<file path="src/rtl/irq_timer_ctrl_pkg.sv">
// Shared constants for the machine interrupt source block: bus offsets, mcause codes, FSM states.
package irq_timer_ctrl_pkg;

  localparam logic [15:0] MSIP_OFF        = 16'h0000;
  localparam logic [15:0] MTIMECMP_LO_OFF = 16'h4000;
  localparam logic [15:0] MTIMECMP_HI_OFF = 16'h4004;
  localparam logic [15:0] MTIME_LO_OFF    = 16'hBFF8;
  localparam logic [15:0] MTIME_HI_OFF    = 16'hBFFC;

  localparam logic [3:0] CAUSE_MSI = 4'd3;
  localparam logic [3:0] CAUSE_MTI = 4'd7;
  localparam logic [3:0] CAUSE_MEI = 4'd11;

  typedef enum logic [1:0] {
    StIdle = 2'd0,
    StReq  = 2'd1,
    StWait = 2'd2
  } irq_state_e;

  // Word-granular match; the low two byte-offset bits are ignored.
  function automatic logic addr_hit(logic [15:0] addr, logic [15:0] off);
    return addr[15:2] == off[15:2];
  endfunction

  function automatic logic [31:0] mk_cause(logic [3:0] code);
    return {1'b1, 27'b0, code};
  endfunction

endpackage

</file>
<file path="src/rtl/irq_sync2.sv">
// Two-flop synchronizer for a single asynchronous level input.
module irq_sync2 (
  input  logic clk_i,
  input  logic rst_ni,
  input  logic d_i,
  output logic q_o
);

  logic meta_q, sync_q;

  always_ff @(posedge clk_i or negedge rst_ni) begin
    if (!rst_ni) begin
      meta_q <= 1'b0;
      sync_q <= 1'b0;
    end else begin
      meta_q <= d_i;
      sync_q <= meta_q;
    end
  end

  assign q_o = sync_q;

endmodule

</file>
<file path="src/rtl/irq_timer_ctrl.sv">
// Machine-level interrupt sources (mtime/mtimecmp, msip, external IRQ) and the trap request
// handshake towards the exception unit.
module irq_timer_ctrl
  import irq_timer_ctrl_pkg::*;
#(
  parameter int unsigned PRESCALE = 1,
  parameter int unsigned ADDR_W   = 16
) (
  input  logic              clk,
  input  logic              rst,
  input  logic [ADDR_W-1:0] bus_addr,
  input  logic              bus_we,
  input  logic              bus_re,
  input  logic [31:0]       bus_wdata,
  output logic [31:0]       bus_rdata,
  input  logic              ext_irq,
  input  logic              mstatus_mie,
  input  logic [2:0]        mie_in,
  output logic [2:0]        mip_out,
  input  logic              irq_ack,
  input  logic              mret_in,
  output logic              interrupt,
  output logic [31:0]       irq_cause
);

  logic [31:0] cnt_q, cnt_d;
  logic [63:0] mtime_q, mtime_d;
  logic [63:0] mtimecmp_q, mtimecmp_d;
  logic        msip_q, msip_d;
  logic [31:0] rdata_q, rdata_d;
  logic        mtip_q, msip_pend_q;
  logic        meip_sync;
  logic        tick;
  logic [15:0] addr;
  logic        hit_msip, hit_cmp_lo, hit_cmp_hi, hit_time_lo, hit_time_hi;
  logic [2:0]  pend;
  logic        take;
  irq_state_e  state_q;
  logic        irq_q;
  logic [31:0] cause_q;

  assign addr        = 16'(bus_addr);
  assign hit_msip    = addr_hit(addr, MSIP_OFF);
  assign hit_cmp_lo  = addr_hit(addr, MTIMECMP_LO_OFF);
  assign hit_cmp_hi  = addr_hit(addr, MTIMECMP_HI_OFF);
  assign hit_time_lo = addr_hit(addr, MTIME_LO_OFF);
  assign hit_time_hi = addr_hit(addr, MTIME_HI_OFF);

  assign tick = (cnt_q == PRESCALE - 32'd1);

  always_comb begin
    cnt_d      = tick ? 32'd0 : cnt_q + 32'd1;
    mtime_d    = tick ? mtime_q + 64'd1 : mtime_q;
    mtimecmp_d = mtimecmp_q;
    msip_d     = msip_q;
    rdata_d    = rdata_q;
    // A bus write to either mtime half replaces the increment for that cycle.
    if (bus_we) begin
      if (hit_time_lo) mtime_d = {mtime_q[63:32], bus_wdata};
      if (hit_time_hi) mtime_d = {bus_wdata, mtime_q[31:0]};
      if (hit_cmp_lo)  mtimecmp_d = {mtimecmp_q[63:32], bus_wdata};
      if (hit_cmp_hi)  mtimecmp_d = {bus_wdata, mtimecmp_q[31:0]};
      if (hit_msip)    msip_d = bus_wdata[0];
    end
    if (bus_re) begin
      rdata_d = 32'd0;
      if (hit_msip)    rdata_d = {31'd0, msip_q};
      if (hit_cmp_lo)  rdata_d = mtimecmp_q[31:0];
      if (hit_cmp_hi)  rdata_d = mtimecmp_q[63:32];
      if (hit_time_lo) rdata_d = mtime_q[31:0];
      if (hit_time_hi) rdata_d = mtime_q[63:32];
    end
  end

  always_ff @(posedge clk or negedge rst) begin
    if (!rst) begin
      cnt_q       <= 32'd0;
      mtime_q     <= 64'd0;
      mtimecmp_q  <= '1;
      msip_q      <= 1'b0;
      rdata_q     <= 32'd0;
      mtip_q      <= 1'b0;
      msip_pend_q <= 1'b0;
    end else begin
      cnt_q       <= cnt_d;
      mtime_q     <= mtime_d;
      mtimecmp_q  <= mtimecmp_d;
      msip_q      <= msip_d;
      rdata_q     <= rdata_d;
      mtip_q      <= (mtime_q >= mtimecmp_q);
      msip_pend_q <= msip_q;
    end
  end

  irq_sync2 u_ext_sync (
    .clk_i  (clk),
    .rst_ni (rst),
    .d_i    (ext_irq),
    .q_o    (meip_sync)
  );

  assign mip_out = {meip_sync, mtip_q, msip_pend_q};
  assign pend    = mip_out & mie_in;
  assign take    = mstatus_mie & (|pend);

  always_ff @(posedge clk or negedge rst) begin
    if (!rst) begin
      state_q <= StIdle;
      irq_q   <= 1'b0;
      cause_q <= 32'd0;
    end else begin
      unique case (state_q)
        StIdle: begin
          if (take) begin
            state_q <= StReq;
            irq_q   <= 1'b1;
            if (pend[2])      cause_q <= mk_cause(CAUSE_MEI);
            else if (pend[0]) cause_q <= mk_cause(CAUSE_MSI);
            else              cause_q <= mk_cause(CAUSE_MTI);
          end
        end
        // Cause stays frozen here even if the pending set changes before the ack.
        StReq: begin
          if (irq_ack) begin
            state_q <= StWait;
            irq_q   <= 1'b0;
          end
        end
        StWait: begin
          if (mret_in) state_q <= StIdle;
        end
        default: begin
          state_q <= StIdle;
          irq_q   <= 1'b0;
        end
      endcase
    end
  end

  assign bus_rdata = rdata_q;
  assign interrupt = irq_q;
  assign irq_cause = cause_q;

endmodule
</file>
<file path="config.mk">
export PLATFORM = sky130hd
export DESIGN_NAME = irq_timer_ctrl
export DESIGN_NICKNAME = d
export VERILOG_FILES = /design/src/rtl/irq_timer_ctrl_pkg.sv /design/src/rtl/irq_sync2.sv /design/src/rtl/irq_timer_ctrl.sv
export SDC_FILE = /design/constraint.sdc
export NUM_CORES = 1
export LEC_CHECK = 0
export BUFFER_PORTS_ARGS = -buffer_cell sky130_fd_sc_hd__clkbuf_2
export CAP_MARGIN = 20
export CORE_AREA = 2 2 157 128
export CTS_BUF_LIST = sky130_fd_sc_hd__clkbuf_4 sky130_fd_sc_hd__clkbuf_8 sky130_fd_sc_hd__clkbuf_16
export DETAILED_ROUTE_END_ITERATION = 7
export DIE_AREA = 0 0 159 130
export GPL_TIMING_DRIVEN = 0
export HOLD_SLACK_MARGIN = 0.06
export PLACE_DENSITY = 0.87
export RECOVER_POWER = 50
export SYNTH_ARGS = -nofsm -noshare
export SYNTH_HDL_FRONTEND = slang
export SYNTH_HIERARCHICAL = 1
export SYNTH_SLANG_ARGS = --single-unit
</file>
<file path="constraint.sdc">
create_clock -name clk -period 7.6 [get_ports clk]
set_input_delay 1.14 -clock clk [delete_from_list [all_inputs] [get_ports clk]]
set_output_delay 1.14 -clock clk [all_outputs]
set_load 0.05 [all_outputs]
</file>
# After elaboration in Yosys (flattened, before gate mapping)
# Cells that the tools add are included.
# Widths: inputs -> output; s select.
[op_classes] n_lt_le_gt_ge=1 bitwise_logic=4 n_eq_ne=11 addsub=2 n_reduce_logical=10 n_mux=21
[ops] cell="$mux 64" count=5
[ops] cell="$mux 32" count=6
[ops] cell="$add 64x1->64 const B" count=1
[ops] cell="$ge 64x64->1" count=1
[ops] cell="$add 32x1->32 const B" count=1
[ops] cell="$logic_not 32->1" count=1
[ops] cell="$eq 14x13->1 const B" count=2
[ops] cell="$eq 14x14->1 const B" count=2
[ops] cell="$logic_not 14->1" count=1
[ops] cell="$reduce_and 3->1" count=3
[ops] cell="$ne 2x2->1 const B" count=4
[ops] cell="$mux 2" count=3
[ops] cell="$pmux 2 s3" count=1
[ops] cell="$reduce_and 2->1" count=3
[ops] cell="$mux 4" count=1
[ops] cell="$and 3x3->3" count=1
[ops] cell="$mux 1" count=3
[ops] cell="$mux 3" count=1
[ops] cell="$ne 3x2->1 const B" count=1
[ops] cell="$pmux 1 s3" count=1
[ops] cell="$reduce_or 3->1" count=1
[ops] cell="$eq 2x1->1 const B" count=1
[ops] cell="$eq 2x2->1 const B" count=1
[ops] cell="$logic_not 2->1" count=1
[ops] cell="other kinds (2)" count=3
[totals] out_inout_bits=68 elab_cells=63 input_bits=59 regBits=232

# Depth between registers and ports, before layout
# Gate-level depths: netlist of the first run.
[logic_depth] depth_word=6 depth_mapped=10 mapped_depth_nobuf=8

# Hierarchy
# The synthesis of the first run kept the hierarchy.
[by_module_without_submodules] mod="irq_timer_ctrl" area_each_um2=12194.2 instances=1 cells_each=1248 seq_area_each_um2=5109.9
[by_module_without_submodules] mod="irq_sync2" area_each_um2=50.0 instances=1 cells_each=2 seq_area_each_um2=50.0

# Worst setup path before layout of the first run
# Ideal clock, no wire load.
[synth_timing] kind="input-to-reg" from="input port bus_addr[14]" to="register mtime_q[48]" slack_ns=4.593 t_arrival_ns=2.907 setup_ns=0.099 path_buffers=2 stages=8 cell_sequence="nand2b_1 or4_1 nor2_1 buf_2 buf_2 nor2_1 o31a_1 a311oi_1"
[synth_between] elab_chain_cells=3 elab_cells_between_ends=5 cone_classes="3 x eq/ne; 2 x mux"
[synth_lines] element="start, declared" line="irq_timer_ctrl.sv:11" rtl="input logic [ADDR_W-1:0] bus_addr,"
[synth_lines] element="$eq 14x14->1" line="irq_timer_ctrl_pkg.sv:22" rtl="return addr[15:2] == off[15:2];"
[synth_lines] element="$mux 64" line="irq_timer_ctrl.sv:60" rtl="if (hit_time_hi) mtime_d = {bus_wdata, mtime_q[31:0]};"
[synth_lines] element="$mux 64" line="irq_timer_ctrl.sv:58" rtl="if (bus_we) begin"
[synth_lines] element="end signal, assigned" line="irq_timer_ctrl.sv:86" rtl="mtime_q <= mtime_d;"
[synth_lines] element="end, declared" line="irq_timer_ctrl.sv:27" rtl="logic [63:0] mtime_q, mtime_d;"
# Several ways; a longest one is shown, not always the timed one. The select of a mux whose other input is x is not followed.
# A chain may end at the register's enable or synchronous reset.

# Final worst setup path of the first run
[layout_timing] from="input port bus_addr[10]" to="register mtimecmp_q[12]"
[layout_between] elab_chain_cells=3 elab_cells_between_ends=4 cone_classes="2 x eq/ne; 1 x bitwise; 1 x reduce/logical"
[layout_lines] element="$eq 14x13->1" line="irq_timer_ctrl_pkg.sv:22"
[layout_lines] element="$not 1->1 (no source line)"
[layout_lines] element="$reduce_and 3->1 (no source line) *"
[layout_lines] element="end signal, assigned" line="irq_timer_ctrl.sv:87" rtl="mtimecmp_q <= mtimecmp_d;"
[layout_lines] element="end, declared" line="irq_timer_ctrl.sv:28" rtl="logic [63:0] mtimecmp_q, mtimecmp_d;"
# Mark *: on every way between the ends. The rest lies on a longest branch, timed or not.

==> run metrics, run 1 <==
reg-to-reg slack, setup=4.44 ns; Clock Tree Buf Depth=3; clock root cell=clkbuf_16; Synth Register Bits=203; P per Cell Area=184.3 nW/µm²; Post-Syn Area per Cell=9.795 µm²; first-pass GRT wire length=59,000 µm; fmax=0.2956 GHz; CP arrival=3.80 ns; DR pass1 iterations=8; Routability Congestion=1.018; CP required=8.02 ns; I/O Pins=127; cells along the critical path=clkbuf_2, nor4_1, nand3_1, nor3b_1, nand2_1, buf_1, mux2_2; vias in the first global route=10,725; Setup Skew=0.01309 ns; Power, Total=2.559 mW; CTS clk-pin slew, worst paths=0.06 ns; CTS Hold Buffers Added=0; area grow syn2layout=13.44%; Hold Path Cell Cnt=0; share of cells above drive strength 1=25.80%; Post-synth EDFFs=0; Ant. Diodes=0; Post-synth top flop=dfrtp_1; worst-path maximum fanout=10; net count reported at finish=1,523; Layout fillers=1,480; VDD IR max=0.2005 mV; critical path launch point type=primary input; # H-tree levels=1; endpoint type of the worst setup path=register; outcome=finished with violations; Final ANT Viol Nets=0; DR WL/cell=22.37 µm; Setup-failing EPs final=0; critical path class=in2reg; Distinct cells, synth=71; failing checks=design-rule violations; total number of vias=11,225; Post-Route Setup TNS=0 ns; Core Area=19,340 µm²; Gate Count Post-Synth=1,250; number of max-cap violations=0; start of the worst register-to-register path=cnt_q[20]$_DFF_PN0_; min Tclk post-route=3.383 ns; Hold Path End=u_ext_sync/q_o$_DFF_PN0_; IO Port Bufs=95; worst skew pair latency=0.51 ns; Sinks on Clock Net=203; Core Util, Final=71.82%; Hold/Removal Path Class=reg2reg; post-synthesis cell area=12,240 µm²; critical path's slowest cell=nor3b_1; Tot GR Track Use=36.24%; drt drc=8; sequential share of the synthesized area=42.14%; CP max stage delay=0.73 ns; WL final=37,470 µm; Reg2Reg Depth=6; row count=46; Worst-Margin Slew=0.9392 ns; Post-synth ARST share=100.0%; post-CTS sizing=0; static leakage=6.031 nW; cts bufs inserted=21; Slew headroom=37.22%; worst reg2reg path endpoint=mtime_q[20]$_DFFE_PN0P_; antenna violations before repair=0; HPWL reported at the end of detailed placement=26,840 µm; CTS tree=done; die area=20,670 µm²; initial core utilization=63.32%; 1st-iter DRT viols=1,539; via/cell ratio=6.701; Die W=159 µm; Die Y=130 µm; Synth Warn #=6; largest net degree at the start of global routing=108; Min Hold Slack=0.3628 ns; global route total overflow=0; Tcrit/Tclk final=44.51%; Max Slew Vio Count=0; setup bufs post-CTS=0; RSZ-0062 raised after global routing=no; Final Hold Violating Endpoints=0; hold_sp=u_ext_sync/meta_q$_DFF_PN0_
==> flip-flops by register name, summed over array words and instances, names as in the netlist <==
signal             cells
msip_pend_q            1
state_q                2
cnt_q                 32
u_ext_sync/meta_q      1
mtimecmp_q            64
mtip_q                 1
msip_q                 1
u_ext_sync/q_o         1
irq_cause              3
interrupt              1
mtime_q               64
bus_rdata             32
==> cells by family after synthesis <==
| group | Yosys count | share of synthesized area [%] |
|---|---|---|
| AND/OR/NAND/NOR | 416 | 17.74 |
| AO/OA/AOI/OAI | 257 | 15.02 |
| flip-flops | 203 | 42.14 |
| buffers and inverters | 168 | 6.244 |
| multiplexers | 108 | 9.830 |
| adder cells (fa/ha/maj) | 67 | 6.846 |
| XOR/XNOR | 30 | 2.146 |
| other | 1 | 0.03063 |
==> how the worst max path moves through the flow <==
stage / startpoint / to / cells after the start
2_1_floorplan: bus_addr[14] / mtime_q[48]$_DFFE_PN0P_ / 8
3_3_place_gp: rst / bus_rdata[22]$_DFFE_PN0P_ / 1
3_5_place_dp: bus_addr[14] / mtime_q[12]$_DFFE_PN0P_ / 7
4_1_cts: bus_addr[14] / mtime_q[20]$_DFFE_PN0P_ / 7
5_1_grt: bus_addr[2] / bus_rdata[29]$_DFFE_PN0P_ / 6
6_report: bus_addr[10] / mtimecmp_q[12]$_DFFE_PN1P_ / 7
==> power by group <==
part / total (mW) / internal, mW / switching, mW
logic: 0.335 / 0.100 / 0.234
registers: 1.16 / 1.12 / 0.0451
clock network: 1.06 / 0.613 / 0.447
total: 2.56 / 1.83 / 0.727
==> layout make-up <==
cell class,instances,area [µm²],area share [%]
clock inverters,10,111.4,0.8017
clock buffers,27,583.1,4.198
flip-flops and latches,203,5160,37.15
multi-input cells,905,6417,46.20
plain buffers,93,483.0,3.477
well taps,264,330.3,2.378
inverters,75,281.5,2.027
repair buffers,98,523.0,3.765
==> per-layer routing <==
metal | track usage [%] | vias up | part of all wire [%]
met5 | 0 | - | 0
met4 | 14.22 | 0 | 4.3
met3 | 8.423 | 146 | 12
met2 | 56.06 | 787 | 43
met1 | 50.24 | 5411 | 40
li1 | - | 4881 | -
==> critical path: cells and delay by family <==
kind,cells,cell delay [ns]
muxes,1,0.42
and+or+nand+nor,4,1.67
buffers and inverters,2,0.56
==> placed cells by master, fill, tap and decap left out, drive strengths merged, types with 53 or more instances in the layout <==
| cell type | netlist | routed |
|---|---|---|
| a21oi | 73 | 73 |
| buf | 51 | 53 |
| clkbuf | 42 | 165 |
| dfrtp | 139 | 139 |
| dfstp | 64 | 64 |
| ha | 67 | 67 |
| inv | 75 | 75 |
| mux2 | 98 | 98 |
| nand2 | 77 | 77 |
| nand3 | 56 | 56 |
| nor2 | 111 | 111 |
==> stage by stage <==
step           instance area (µm²)  setup WS (ns)  std cells
6_report                     13890          4.217       1675
5_1_grt                      13890          4.145       1675
4_1_cts                      13880          3.964       1674
3_5_place_dp                 13190          3.538       1637
3_3_place_gp                 13150          1.517       1635
2_1_floorplan                12340          4.593       1276
==> cells in the mapped netlist, types with 27 or more instances <==
library cell / count / share of area (%)
a21oi_1: 73 / 3.0
a222oi_1: 32 / 2.6
and3_1: 32 / 1.6
buf_4: 32 / 2.0
clkbuf_1: 42 / 1.3
dfrtp_1: 139 / 28
dfstp_2: 64 / 14
ha_1: 67 / 6.8
inv_1: 75 / 2.3
mux2_2: 98 / 9.0
nand2_1: 77 / 2.4
nand3_1: 55 / 2.2
nand4_1: 29 / 1.5
nor2_1: 111 / 3.4
nor3_1: 27 / 1.1
o21ai_0: 33 / 1.3
No activity file was read; power rests on OpenSTA's default activity.
==> run 2, diff against run 1 <==
Settings changed: CORE_AREA 2 2 157 128 to 2 2 163 133, DIE_AREA 0 0 159 130 to 0 0 165 135, PLACE_DENSITY 0.87 to 0.81.
Clock period 7.6 ns to 3.2 ns, I/O delays scaled along.
==> run metrics, run 2 (same netlist as run 1, synthesis figures left out) <==
WL final=37,710 µm; start of the worst register-to-register path=mtime_q[10]$_DFFE_PN0P_; Final ANT Viol Nets=0; Reg2Reg Depth=7; DR WL/cell=22.35 µm; hold_sp=ext_irq; critical path class=reg2reg; Hold/Removal Path Class=in2reg; Final Hold Violating Endpoints=0; Regs by FF count=mtime_q x64, mtimecmp_q x64; # H-tree levels=1; Max Slew Vio Count=114; Worst-Margin Slew=2.580 ns; CTS Hold Buffers Added=0; reg-to-reg slack, setup=0.20 ns; CTS clk-pin slew, worst paths=0.06 ns; net count reported at finish=1,528; Crit path depth=7; endpoint type of the worst setup path=register; Clk network pwr share=43.9%; VDD IR max=0.4469 mV; total number of vias=10,940; row count=47; P per Cell Area=453.0 nW/µm²; CP endpoint=mtime_q[48]$_DFFE_PN0P_; Die Y=135 µm; Tot GR Track Use=34.06%; 1st-iter DRT viols=1,609; CP arrival=3.36 ns; antenna violations before repair=0; clock root cell=clkbuf_16; DR pass1 iterations=8; Setup Skew=0.01086 ns; switching share of power=27.43%; Buffers & Inverters on Critical Path=1; CP max stage delay=0.60 ns; most frequent cells in the layout=dfrtp_1, nor2_1, mux2_2; I/O Pins=127; largest net degree at the start of global routing=115; static leakage=6.116 nW; min Tclk post-route=3.001 ns; Cell Int Power=4.617 mW; worst-path maximum fanout=8; Tcrit/Tclk final=93.77%; RSZ-0062 raised after global routing=no; Setup-failing EPs final=0; critical path launch point type=register; outcome=finished with violations; worst reg2reg path endpoint=mtime_q[48]$_DFFE_PN0P_; Sinks on Clock Net=203; via/cell ratio=6.485; failing checks=design-rule violations, max-capacitance violations, max-slew violations; number of max-cap violations=1; CP required=3.56 ns; Comb power frac=12.6%; CP top delay family=simple AND/OR/NAND/NOR gates; global route total overflow=0; Die W=165 µm; worst skew pair latency=0.52 ns; Placed Cells=1,644; Ant. Diodes=0; Critical Path Start=mtime_q[10]$_DFFE_PN0P_; Core Area=20,520 µm²; vias in the first global route=10,362; Net Switching=1.746 mW; drt drc=5; area grow syn2layout=14.72%; CTS tree=done; HPWL reported at the end of detailed placement=27,080 µm; Clock Tree Buf Depth=3; initial core utilization=59.66%; Final Non-Filler Cells=1,687; most common cell after layout, fill and taps aside=dfrtp_1; IO Port Bufs=95; fmax=0.3333 GHz; Min Hold Slack=0.08902 ns; critical path's slowest cell=or4_1; first-pass GRT wire length=58,230 µm; die area=22,280 µm²; share of cells above drive strength 1=26.38%; Flop pwr share=43.5%; Slew headroom=-71.99%; Routability Congestion=0.9950; cts bufs inserted=22; cells along the critical path=and3_1, nand3_4, or4_1, buf_2, or4b_4, nor3_2, a311oi_1
-- run 2: changes by cell type in the layout (fill, tap and decap cells not counted), moves of 2 or more --
cell and change:
clkbuf_8 +4, buf_4 +3, buf_2 +2, clkbuf_16 +2, clkbuf_4 -2, clkinvlp_4 -2
-- run 2: worst min-delay path by stage --
stage | cells after the start | endpoint
after global placement | 0 | u_ext_sync/q_o$_DFF_PN0_
after floorplan | 0 | bus_rdata[0]$_DFFE_PN0P_
after global routing | 1 | u_ext_sync/meta_q$_DFF_PN0_
final | 1 | u_ext_sync/meta_q$_DFF_PN0_
after detailed placement | 0 | u_ext_sync/q_o$_DFF_PN0_
after CTS | 2 | cnt_q[7]$_DFF_PN0_
-- run 2: layout make-up --
type                            count  area [µm²]
Buffer                             93       483.0
Clock buffer                       32       680.7
Clock inverter                      8       117.6
Fill cell                        1611        6477
Inverter                           75       281.5
Multi-Input combinational cell    905        6437
Sequential cell                   203        5160
Tap cell                          269       336.6
Timing Repair Buffer              102       549.3
-- run 2: per-layer routing --
layer | vias to the layer above | share of wire (%) | GRT usage (%)
met1 | 5226 | 42 | 49.19
met3 | 122 | 12 | 7.095
met5 | - | 0 | 0
li1 | 4901 | - | -
met4 | 0 | 4.3 | 13.96
met2 | 691 | 42 | 50.00
-- run 2: power by group through the flow --
stage	clock network, mW	logic, mW	registers [mW]
3_5_place_dp	0	0.788	2.81
2_1_floorplan	0	0.373	2.93
4_1_cts	2.82	0.793	2.76
3_3_place_gp	0	0.768	2.80
5_1_grt	2.92	0.865	2.78
6_report	2.80	0.801	2.77
-- run 2: repair_timing --
| action | in CTS | in global routing |
|---|---|---|
| setup endpoints to repair | 0 | 7 |
| setup buffers | 0 | 3 |
| resized for setup | 0 | 3 |
-- run 2: stage by stage --
step	power (mW)	utilization, %	TNS, ns	worst slack (ns)	cell area (µm²)
floorplan	3.303	-	0	0.7788	12340
global placement	3.569	64.09	-371.98	-2.249	13150
detailed placement	3.594	64.45	0	0.06179	13230
CTS	6.378	68.34	0	0.1700	14030
global route	6.565	68.44	0	0.1003	14050
finish	6.363	68.44	0	0.1994	14050
